## src/rtl/fetch_unit.sv

```systemverilog
`default_nettype none
// ============================================================================
// Module   : fetch_unit
// Purpose  : Instruction fetch stage. Holds the program counter, reads a
//            combinational instruction ROM and fills the IF/ID pipeline
//            register. Supports stall, redirect (redirect beats stall) and
//            an optional misaligned-redirect trap.
// Ports    : clk          - sole clock, rising edge
//            rst_n        - asynchronous active-low reset
//            imem_addr    - ROM word address (pc[11:2])
//            imem_data    - ROM word, same cycle
//            stall        - downstream cannot accept an instruction
//            redirect     - taken branch / jump from execute
//            redirect_pc  - redirect target byte address
//            id_valid     - IF/ID holds a real instruction
//            id_pc        - byte address of id_instr
//            id_instr     - instruction word to decode
//            misalign     - sticky misaligned-redirect flag
// Config   : FETCH_MISALIGN_TRAP_EN - when defined, a redirect to a
//            non-word-aligned target freezes fetch (HALT) and sets
//            misalign; when undefined the low target bits are dropped.
// Revision : 1.0 - initial release
// ============================================================================
module fetch_unit #(
   parameter logic [31:0] RESET_PC = 32'h0000_0000
) (
   input  logic        clk,
   input  logic        rst_n,
   output logic [9:0]  imem_addr,
   input  logic [31:0] imem_data,
   input  logic        stall,
   input  logic        redirect,
   input  logic [31:0] redirect_pc,
   output logic        id_valid,
   output logic [31:0] id_pc,
   output logic [31:0] id_instr,
   output logic        misalign
);

   localparam logic [31:0] C_NOP = 32'h0000_0013;

   typedef enum logic [0:0] {
      RUN  = 1'b0,
      HALT = 1'b1
   } state_t;

   state_t      r_state, w_state_nxt;
   logic [31:0] r_pc, w_pc_nxt;
   logic        r_id_valid, w_id_valid_nxt;
   logic [31:0] r_id_pc, w_id_pc_nxt;
   logic [31:0] r_id_instr, w_id_instr_nxt;
   logic        w_misalign_set;
   logic        w_bad_target;
   logic [31:0] w_target;

   // Low two bits of the target are simply forced to zero.
   assign w_target = redirect_pc & 32'hFFFF_FFFC;

`ifdef FETCH_MISALIGN_TRAP_EN
   assign w_bad_target = (redirect_pc[1:0] != 2'b00);
`else
   assign w_bad_target = 1'b0;
`endif

   assign imem_addr = r_pc[11:2];
   assign id_valid  = r_id_valid;
   assign id_pc     = r_id_pc;
   assign id_instr  = r_id_instr;

   always_comb begin
      w_state_nxt    = r_state;
      w_pc_nxt       = r_pc;
      w_id_valid_nxt = r_id_valid;
      w_id_pc_nxt    = r_id_pc;
      w_id_instr_nxt = r_id_instr;
      w_misalign_set = 1'b0;
      case (r_state)
         RUN: begin
            if (redirect) begin
               if (w_bad_target) begin
                  // Trap: pc keeps the old value, fetch freezes for good.
                  w_misalign_set = 1'b1;
                  w_id_valid_nxt = 1'b0;
                  w_state_nxt    = HALT;
               end else begin
                  // Squash whatever was in IF/ID; id_pc intentionally held.
                  w_pc_nxt       = w_target;
                  w_id_valid_nxt = 1'b0;
                  w_id_instr_nxt = C_NOP;
               end
            end else if (!stall) begin
               w_pc_nxt       = r_pc + 32'd4;   // wraps modulo 2^32
               w_id_pc_nxt    = r_pc;
               w_id_instr_nxt = imem_data;
               w_id_valid_nxt = 1'b1;
            end
         end
         HALT: begin
            w_id_valid_nxt = 1'b0;
         end
         default: begin
            w_state_nxt = RUN;
         end
      endcase
   end

   always_ff @(posedge clk or negedge rst_n) begin
      if (!rst_n) begin
         r_state    <= RUN;
         r_pc       <= RESET_PC;
         r_id_valid <= 1'b0;
         r_id_pc    <= RESET_PC;
         r_id_instr <= C_NOP;
      end else begin
         r_state    <= w_state_nxt;
         r_pc       <= w_pc_nxt;
         r_id_valid <= w_id_valid_nxt;
         r_id_pc    <= w_id_pc_nxt;
         r_id_instr <= w_id_instr_nxt;
      end
   end

`ifdef FETCH_MISALIGN_TRAP_EN
   logic r_misalign;

   always_ff @(posedge clk or negedge rst_n) begin
      if (!rst_n) begin
         r_misalign <= 1'b0;
      end else if (w_misalign_set) begin
         r_misalign <= 1'b1;
      end
   end

   assign misalign = r_misalign;
`else
   logic w_unused_set;
   assign w_unused_set = w_misalign_set;
   assign misalign     = 1'b0;
`endif

endmodule
`default_nettype wire

```

## config.mk

```make
export PLATFORM = sky130hd
export DESIGN_NAME = fetch_unit
export DESIGN_NICKNAME = d
export VERILOG_FILES = /design/src/rtl/fetch_unit.sv
export SDC_FILE = /design/constraint.sdc
export NUM_CORES = 1
export LEC_CHECK = 0
export CAP_MARGIN = 5
export CORE_MARGIN = 2
export CORE_UTILIZATION = 49
export DETAILED_ROUTE_END_ITERATION = 6
export GPL_TIMING_DRIVEN = 0
export PLACE_DENSITY = 0.81
export SYNTH_ARGS = -nofsm -noshare
export SYNTH_HDL_FRONTEND = slang
export SYNTH_SLANG_ARGS = --single-unit
```

## constraint.sdc

```tcl
create_clock -name clk -period 4.2 [get_ports clk]
set_input_delay 0.84 -clock clk [delete_from_list [all_inputs] [get_ports clk]]
set_output_delay 0.84 -clock clk [all_outputs]
set_load 0.01 [all_outputs]
```

Word-level counts from Yosys, hierarchy flattened --
Index checks and enable logic that the tools add are counted.
Cells by class: reductions and logical operators 2, eq/ne operators 2, bitwise logic cells 3, multiplexer cells 8, $add $sub $neg 1
Operators by type and width (count):
- 32-bit 2-to-1 mux | 4
- 32-bit by 3-bit adder with 32-bit output (second input constant) | 1
- 1-bit 2-to-1 mux | 3
- 3-bit inequality test (second input constant) | 1
- 1-bit NOT | 3
- 3-bit AND reduction | 1
- 2-bit by 1-bit inequality test with 1-bit output (second input constant) | 1
- 1-bit one-hot mux with 2 select lines | 1
- 2-bit AND reduction | 1
Storage, ports and cells: logic and storage cells 21, output and inout bits 76, input bits 68, register bits after elaboration 98

Longest topological paths before layout --
Gate-level depths: netlist of run 1.
depth after elaboration 3, depth in mapped cells 6, mapped depth without buffers 5

Least setup slack after synthesis of run 1 --
OpenSTA, ideal clock, no wires.
path kind input-to-reg, start input port stall, end register r_pc[15], buffers on the path 2, data arrival time 2116 ps, stages 6, required time 4118 ps, setup time 82 ps, path slack 2002 ps, path through and3b_1 clkbuf_1 nand2_1 clkbuf_1 or3b_2 a31oi_1
On the way: longest elaborated chain between the ends 2
Ends and longest elaborated chain:
- start, declared | RTL line 31 | input logic stall,
- 2-bit by 1-bit inequality test with 1-bit output (no line)
- 2-bit AND reduction (no line)
- end signal, assigned | RTL line 116 | r_pc <= w_pc_nxt;
- end, declared | RTL line 48 | logic [31:0] r_pc, w_pc_nxt;
No other way between the ends. A chain may end at the register's enable or synchronous reset.

Worst setup path after layout of run 1 --
Same ends and word-level chain as after synthesis.

==> results of run 1 <==
[how the worst min path moves through the flow]
stage,to,slack (ns),cells after the start
finish,id_pc[12],0.36,1
floorplan,id_pc[31],0.49,1
detailed placement,id_pc[13],0.49,1
global placement,id_pc[23],0.49,1
CTS,id_pc[12],0.36,1
global route,id_pc[12],0.36,1
[state kept, by name, summed over array words and instances, names as in the netlist]
| signal | cells |
|---|---|
| r_pc | 30 |
| id_pc | 30 |
| id_instr | 32 |
| id_valid | 1 |
[where the power goes]
group	total, mW	switching, mW	internal, mW
logic	0.507	0.202	0.305
registers	1.08	0.0856	0.996
clock network	0.646	0.320	0.326
[cells in the mapped netlist, drive strengths merged]
master | instances | share of area
or3b | 1 | 0.0020
mux2 | 30 | 0.078
a211o | 1 | 0.0020
nor3 | 3 | 0.0035
and4 | 2 | 0.0041
o31ai | 9 | 0.016
nand3 | 10 | 0.016
nand3b | 1 | 0.0017
and2 | 1 | 0.0015
clkbuf | 13 | 0.011
or3 | 4 | 0.0058
xnor2 | 7 | 0.014
xor2 | 7 | 0.014
a22oi | 1 | 0.0017
buf | 21 | 0.030
or4 | 12 | 0.022
a21oi | 2 | 0.0023
nand4 | 10 | 0.016
a31o | 1 | 0.0020
inv | 7 | 0.0061
conb | 1 | 0.00087
or4b | 1 | 0.0023
nor4 | 6 | 0.0087
o21ai | 18 | 0.021
nor2b | 2 | 0.0029
nand2 | 29 | 0.025
nor2 | 46 | 0.040
ha | 1 | 0.0029
dfrtp | 90 | 0.52
nand4b | 2 | 0.0041
o41ai | 1 | 0.0020
a31oi | 13 | 0.019
and3 | 2 | 0.0029
mux2i | 33 | 0.077
and3b | 1 | 0.0020
dfstp | 3 | 0.018
[per-stage QoR]
stage | setup slack [ns] | hold slack [ns]
after detailed placement | 1.194 | 0.4947
after global placement | -1.111 | 0.4893
after floorplan | 2.002 | 0.4878
after global routing | 1.410 | 0.3594
after CTS | 1.563 | 0.3554
final | 1.520 | 0.3553
[area by class of cell]
type	instances	area, um2	share of cell area
tap	108	135.1	0.02221
buffer	34	177.7	0.02920
sequential	93	2331	0.3831
timing repair buffer	139	1406	0.2311
inverter	7	26.28	0.004318
clock buffer	12	165.2	0.02714
clock inverter	4	55.05	0.009048
multi-input combinational	260	1788	0.2939
[layer usage]
layer,GRT usage,vias to the layer above,part of all wire
li1,-,1682,-
met1,0.3113,1751,0.44
met2,0.3883,111,0.49
met3,0.05440,12,0.060
met4,0.08761,0,0.014
met5,0,-,0
[kinds of logic (layout without fill, tap and decap cells)]
logic type | after synthesis | count (layout) | synth area share
other cells | 1 | 3 | 0.0008690
simple gates | 133 | 133 | 0.1600
xor+xnor | 14 | 14 | 0.02841
flops | 93 | 93 | 0.5402
fa+ha+maj | 1 | 1 | 0.002899
buf+inv | 41 | 196 | 0.04726
mux | 63 | 63 | 0.1548
compound gates | 46 | 46 | 0.06553
==> impl_metrics.json, run 1 <==
{
  "power.total_mw": 2.234,
  "crit_buf_inv": 3,
  "dp_hpwl_um": 7958,
  "max_stage_delay_ns": 0.49,
  "fin_cells": 657,
  "antenna_found_initial": 0,
  "slowest_stage": "or3b_2",
  "area_delta_synth_final_pct": 41.00,
  "finalSetupTns_ns": 0,
  "port_buffers": 138,
  "clock.fmax_mhz": 373.1,
  "criticalPathCategory": "in2reg",
  "startpoint": "stall",
  "cts_buffers": 9,
  "holdCritPathClass": "in2async",
  "worstSetupStartpointType": "input pin",
  "cts.sinks": 93,
  "cts_hold_buf": 0,
  "slew_headroom": 0.5065,
  "grt_overflow": 0,
  "rsz0062_at_grt": "false",
  "grt_start_max_net_pins": 73,
  "postCtsSetupBuffers": 0,
  "fin_skew_ns": 0.01337,
  "cts_tree": "done",
  "synthCells": 392,
  "tightest_slew_ns": 0.7403,
  "rr_startpoint": "r_pc[5]",
  "maxCapViolations": 0,
  "yosys_warnings": 0,
  "cts.repair.resized": 0,
  "reg2reg_to": "r_pc[15]",
  "drive_gt1_frac": 0.1293,
  "netlist_area_mm2": 0.004315,
  "peakVddDrop_uv": 219.0,
  "core-area_mm2": 0.008636,
  "crit_arrival_ns": 2.97,
  "power_per_cell_area_mw_per_mm2": 367.2,
  "nNetsFinal": 613,
  "crit_top_cell": "clkbuf_1",
  "critical_path.max_fanout": 10,
  "final_util": 0.7046,
  "crit_chain": "clkdlybuf4s50_1 > and3b_1 > clkbuf_1 > nand2_1 > clkbuf_1 > or3b_2 > a31oi_1",
  "dieArea_mm2": 0.009574,
  "hold_viol": 0,
  "diodes": 0,
  "drcViolationCount": 0,
  "row_count": 34,
  "die_w_um": 97.85,
  "grt_pass1_wl_um": 18450,
  "stdcell_area_mm2": 0.006085,
  "ff2ff_setup_slack_ns": 2.03,
  "grt_usage": 0.2375,
  "path_clk_slew_ns": 0.09,
  "p_leak_nw": 2.545,
  "mostFrequentLayoutCell": "clkdlybuf4s50_1",
  "insertion_delay_ns": 0.36,
  "htreeDepth": 3,
  "fillers": 658,
  "start_util": 0.4997,
  "crit_family": "buffers and inverters",
  "maxSlewViolCount": 0,
  "ys_seq_area_frac": 0.5402,
  "fin_crit_sh": 0.6381,
  "ios": 144,
  "finalSetupViolCount": 0,
  "status": "finished, final reports clean",
  "grt_pass1_vias": 3720,
  "dr.pass1.iters": 4,
  "ant_nets": 0,
  "synth_area_per_cell_um2": 11.01,
  "ff2ff_path_depth": 6,
  "dpl.cell_count": 641,
  "synth_seq_cells": 93,
  "dr.first_iter.drc_count": 235,
  "vias": 3556,
  "wl_per_cell_um": 16.53,
  "setup.worst_path.end": "r_pc[15]",
  "layout_min_cycle_time_ns": 2.680,
  "timing.critical_path.depth": 7,
  "place.gp.congestion": 0.8198,
  "cts-root-buf": "clkbuf_8",
  "die_height_um": 97.85,
  "vias_per_cell": 5.412,
  "clockBufferDepth": 2,
  "crit_required_ns": 4.49,
  "cp-end-kind": "register",
  "routed_wl_um": 10860,
  "synth.distinct_cells": 42,
  "placed_cell_area_mm2": 0.005864,
  "layout_common_cells": "clkdlybuf4s50_1 (137), dfrtp_1 (90), nor2_1 (46)"
}
(Power assumes the default switching activity.)
==> inputs of run 2 (changes only) <==
Settings changed: CORE_UTILIZATION 49 to 46, PLACE_DENSITY 0.81 to 0.76.
Clock period 4.2 ns to 2.5 ns, I/O delays scaled along.
==> impl_metrics.json, run 2 (synthesis gave the netlist of run 1 again) <==
{
  "status": "finished, final reports clean",
  "grt_usage": 0.2266,
  "slew_headroom": 0.5121,
  "layout_common_cells": "clkdlybuf4s50_1 (137), dfrtp_1 (90), nor2_1 (46)",
  "finalSetupViolCount": 0,
  "vias_per_cell": 5.432,
  "cts_hold_buf": 0,
  "power_per_cell_area_mw_per_mm2": 643.0,
  "p_leak_nw": 2.560,
  "hold_viol": 0,
  "area_delta_synth_final_pct": 41.84,
  "cts-root-buf": "clkbuf_8",
  "tightest_slew_ns": 0.7319,
  "criticalPathCategory": "in2reg",
  "grt_pass1_wl_um": 18060,
  "max_stage_delay_ns": 0.49,
  "clock.fmax_mhz": 425.8,
  "port_buffers": 138,
  "cts_buffers": 9,
  "placed_cell_area_mm2": 0.005868,
  "antenna_found_initial": 0,
  "layout_min_cycle_time_ns": 2.349,
  "stdcell_area_mm2": 0.006121,
  "ios": 144,
  "mostFrequentLayoutCell": "clkdlybuf4s50_1",
  "drive_gt1_frac": 0.1293,
  "dieArea_mm2": 0.01017,
  "crit_required_ns": 2.79,
  "cts.sinks": 93,
  "cts_tree": "done",
  "vias": 3585,
  "diodes": 0,
  "die_w_um": 100.9,
  "insertion_delay_ns": 0.37,
  "worstSetupStartpointType": "input pin",
  "start_util": 0.4715,
  "fin_hold_ws_ns": 0.1480,
  "slowest_stage": "or3b_2",
  "row_count": 35,
  "fin_crit_sh": 0.9394,
  "die_height_um": 100.9,
  "clockBufferDepth": 2,
  "dr.pass1.iters": 4,
  "largest_reg_flops": 32,
  "crit_top_cell": "clkbuf_1",
  "place.gp.congestion": 0.8287,
  "crit_chain": "clkdlybuf4s50_1 > and3b_1 > clkbuf_1 > nand2_1 > clkbuf_1 > or3b_2 > a31oi_1",
  "critical_path.max_fanout": 10,
  "ant_nets": 0,
  "routed_wl_um": 11050,
  "dp_hpwl_um": 8050,
  "holdCritPathClass": "in2async",
  "core-area_mm2": 0.009153,
  "maxCapViolations": 0,
  "path_clk_slew_ns": 0.10,
  "nNetsFinal": 613,
  "final_util": 0.6688,
  "grt_start_max_net_pins": 51,
  "rsz0062_at_grt": "false",
  "postCtsSetupBuffers": 0,
  "cts.repair.resized": 0,
  "peakVddDrop_uv": 333.0,
  "wl_per_cell_um": 16.74,
  "htreeDepth": 3,
  "crit_arrival_ns": 2.64,
  "cp-end-kind": "register",
  "grt_overflow": 0,
  "fin_skew_ns": 0.01281,
  "drcViolationCount": 0,
  "dr.first_iter.drc_count": 150,
  "maxSlewViolCount": 0,
  "grt_pass1_vias": 3694,
  "power.total_mw": 3.936
}
run 2: cell types whose count changed in the layout (fill, tap and decap cells not counted), sizes merged:
cell and delta:
clkinv -2, inv +2, bufinv +2, clkbuf -2
run 2: critical path, delay by kind of cell:
kind / cells / cell delay [ns]
compound gates: 1 / 0.18
simple gates: 3 / 0.93
buf+inv: 3 / 1.02
run 2: per-stage QoR:
step | cells | setup TNS, ns | setup WS (ns)
after floorplan | 394 | 0 | 0.6420
after global placement | 643 | -229.19 | -2.498
after detailed placement | 644 | -1.492 | -0.1824
after CTS | 660 | 0 | 0.1864
after global routing | 660 | 0 | 0.08489
final | 660 | 0 | 0.1515
run 2: power breakdown:
group	switching [mW]	internal, mW
registers	0.144	1.67
logic	0.337	0.512
clock network	0.570	0.699
run 2: layout make-up:
| class | instances | area, um2 |
|---|---|---|
| fill | 736 | 3032 |
| sequential | 93 | 2331 |
| multi-input combinational | 260 | 1788 |
| timing repair buffer | 139 | 1406 |
| buffer | 34 | 177.7 |
| tap | 111 | 138.9 |
| clock buffer | 10 | 137.6 |
| clock inverter | 6 | 115.1 |
| inverter | 7 | 26.28 |
run 2: final timing paths:
path / startpoint / endpoint / slack, ns / depth (start not counted)
min in group clk: id_pc[16] / id_pc[16] / 0.51 / 1
hold reg to reg: id_pc[16] / id_pc[16] / 0.51 / 1
setup reg to reg: r_pc[5] / r_pc[15] / 0.28 / 6
max in group asynchronous: rst_n / id_pc[2] / 1.70 / 2
setup / recovery: stall / r_pc[15] / 0.15 / 7
hold / removal: rst_n / id_pc[11] / 0.15 / 1
run 2: per-layer routing:
| layer | vias to the layer above | global-route usage | part of all wire | wire (um) |
|---|---|---|---|---|
| met5 | - | 0 | 0 | 0 |
| met4 | 0 | 0.06849 | 0.012 | 133 |
| met3 | 18 | 0.07975 | 0.078 | 867 |
| met2 | 133 | 0.3415 | 0.47 | 5144 |
| met1 | 1746 | 0.3095 | 0.44 | 4900 |
| li1 | 1688 | - | - | - |
==> inputs of run 3 (changes only) <==
Settings changed: CORE_UTILIZATION 46 to 49, PLACE_DENSITY 0.76 to 0.81.
Clock period 2.5 ns to 3.01 ns, I/O delays scaled along.
==> results of run 3 <==
The final DEF is identical to that of run 1. Status: finished, final reports clean.
Among the figures that moved: setup slack after placement 1.194 ns -> 0.2421 ns; setup slack after layout 1.520 ns -> 0.5680 ns; hold slack 0.3553 ns -> 0.1173 ns; register-to-register setup slack 2.03 ns -> 0.84 ns; total power 2.234 mW -> 3.117 mW; worst IR drop on VDD 219.0 uV -> 305.6 uV
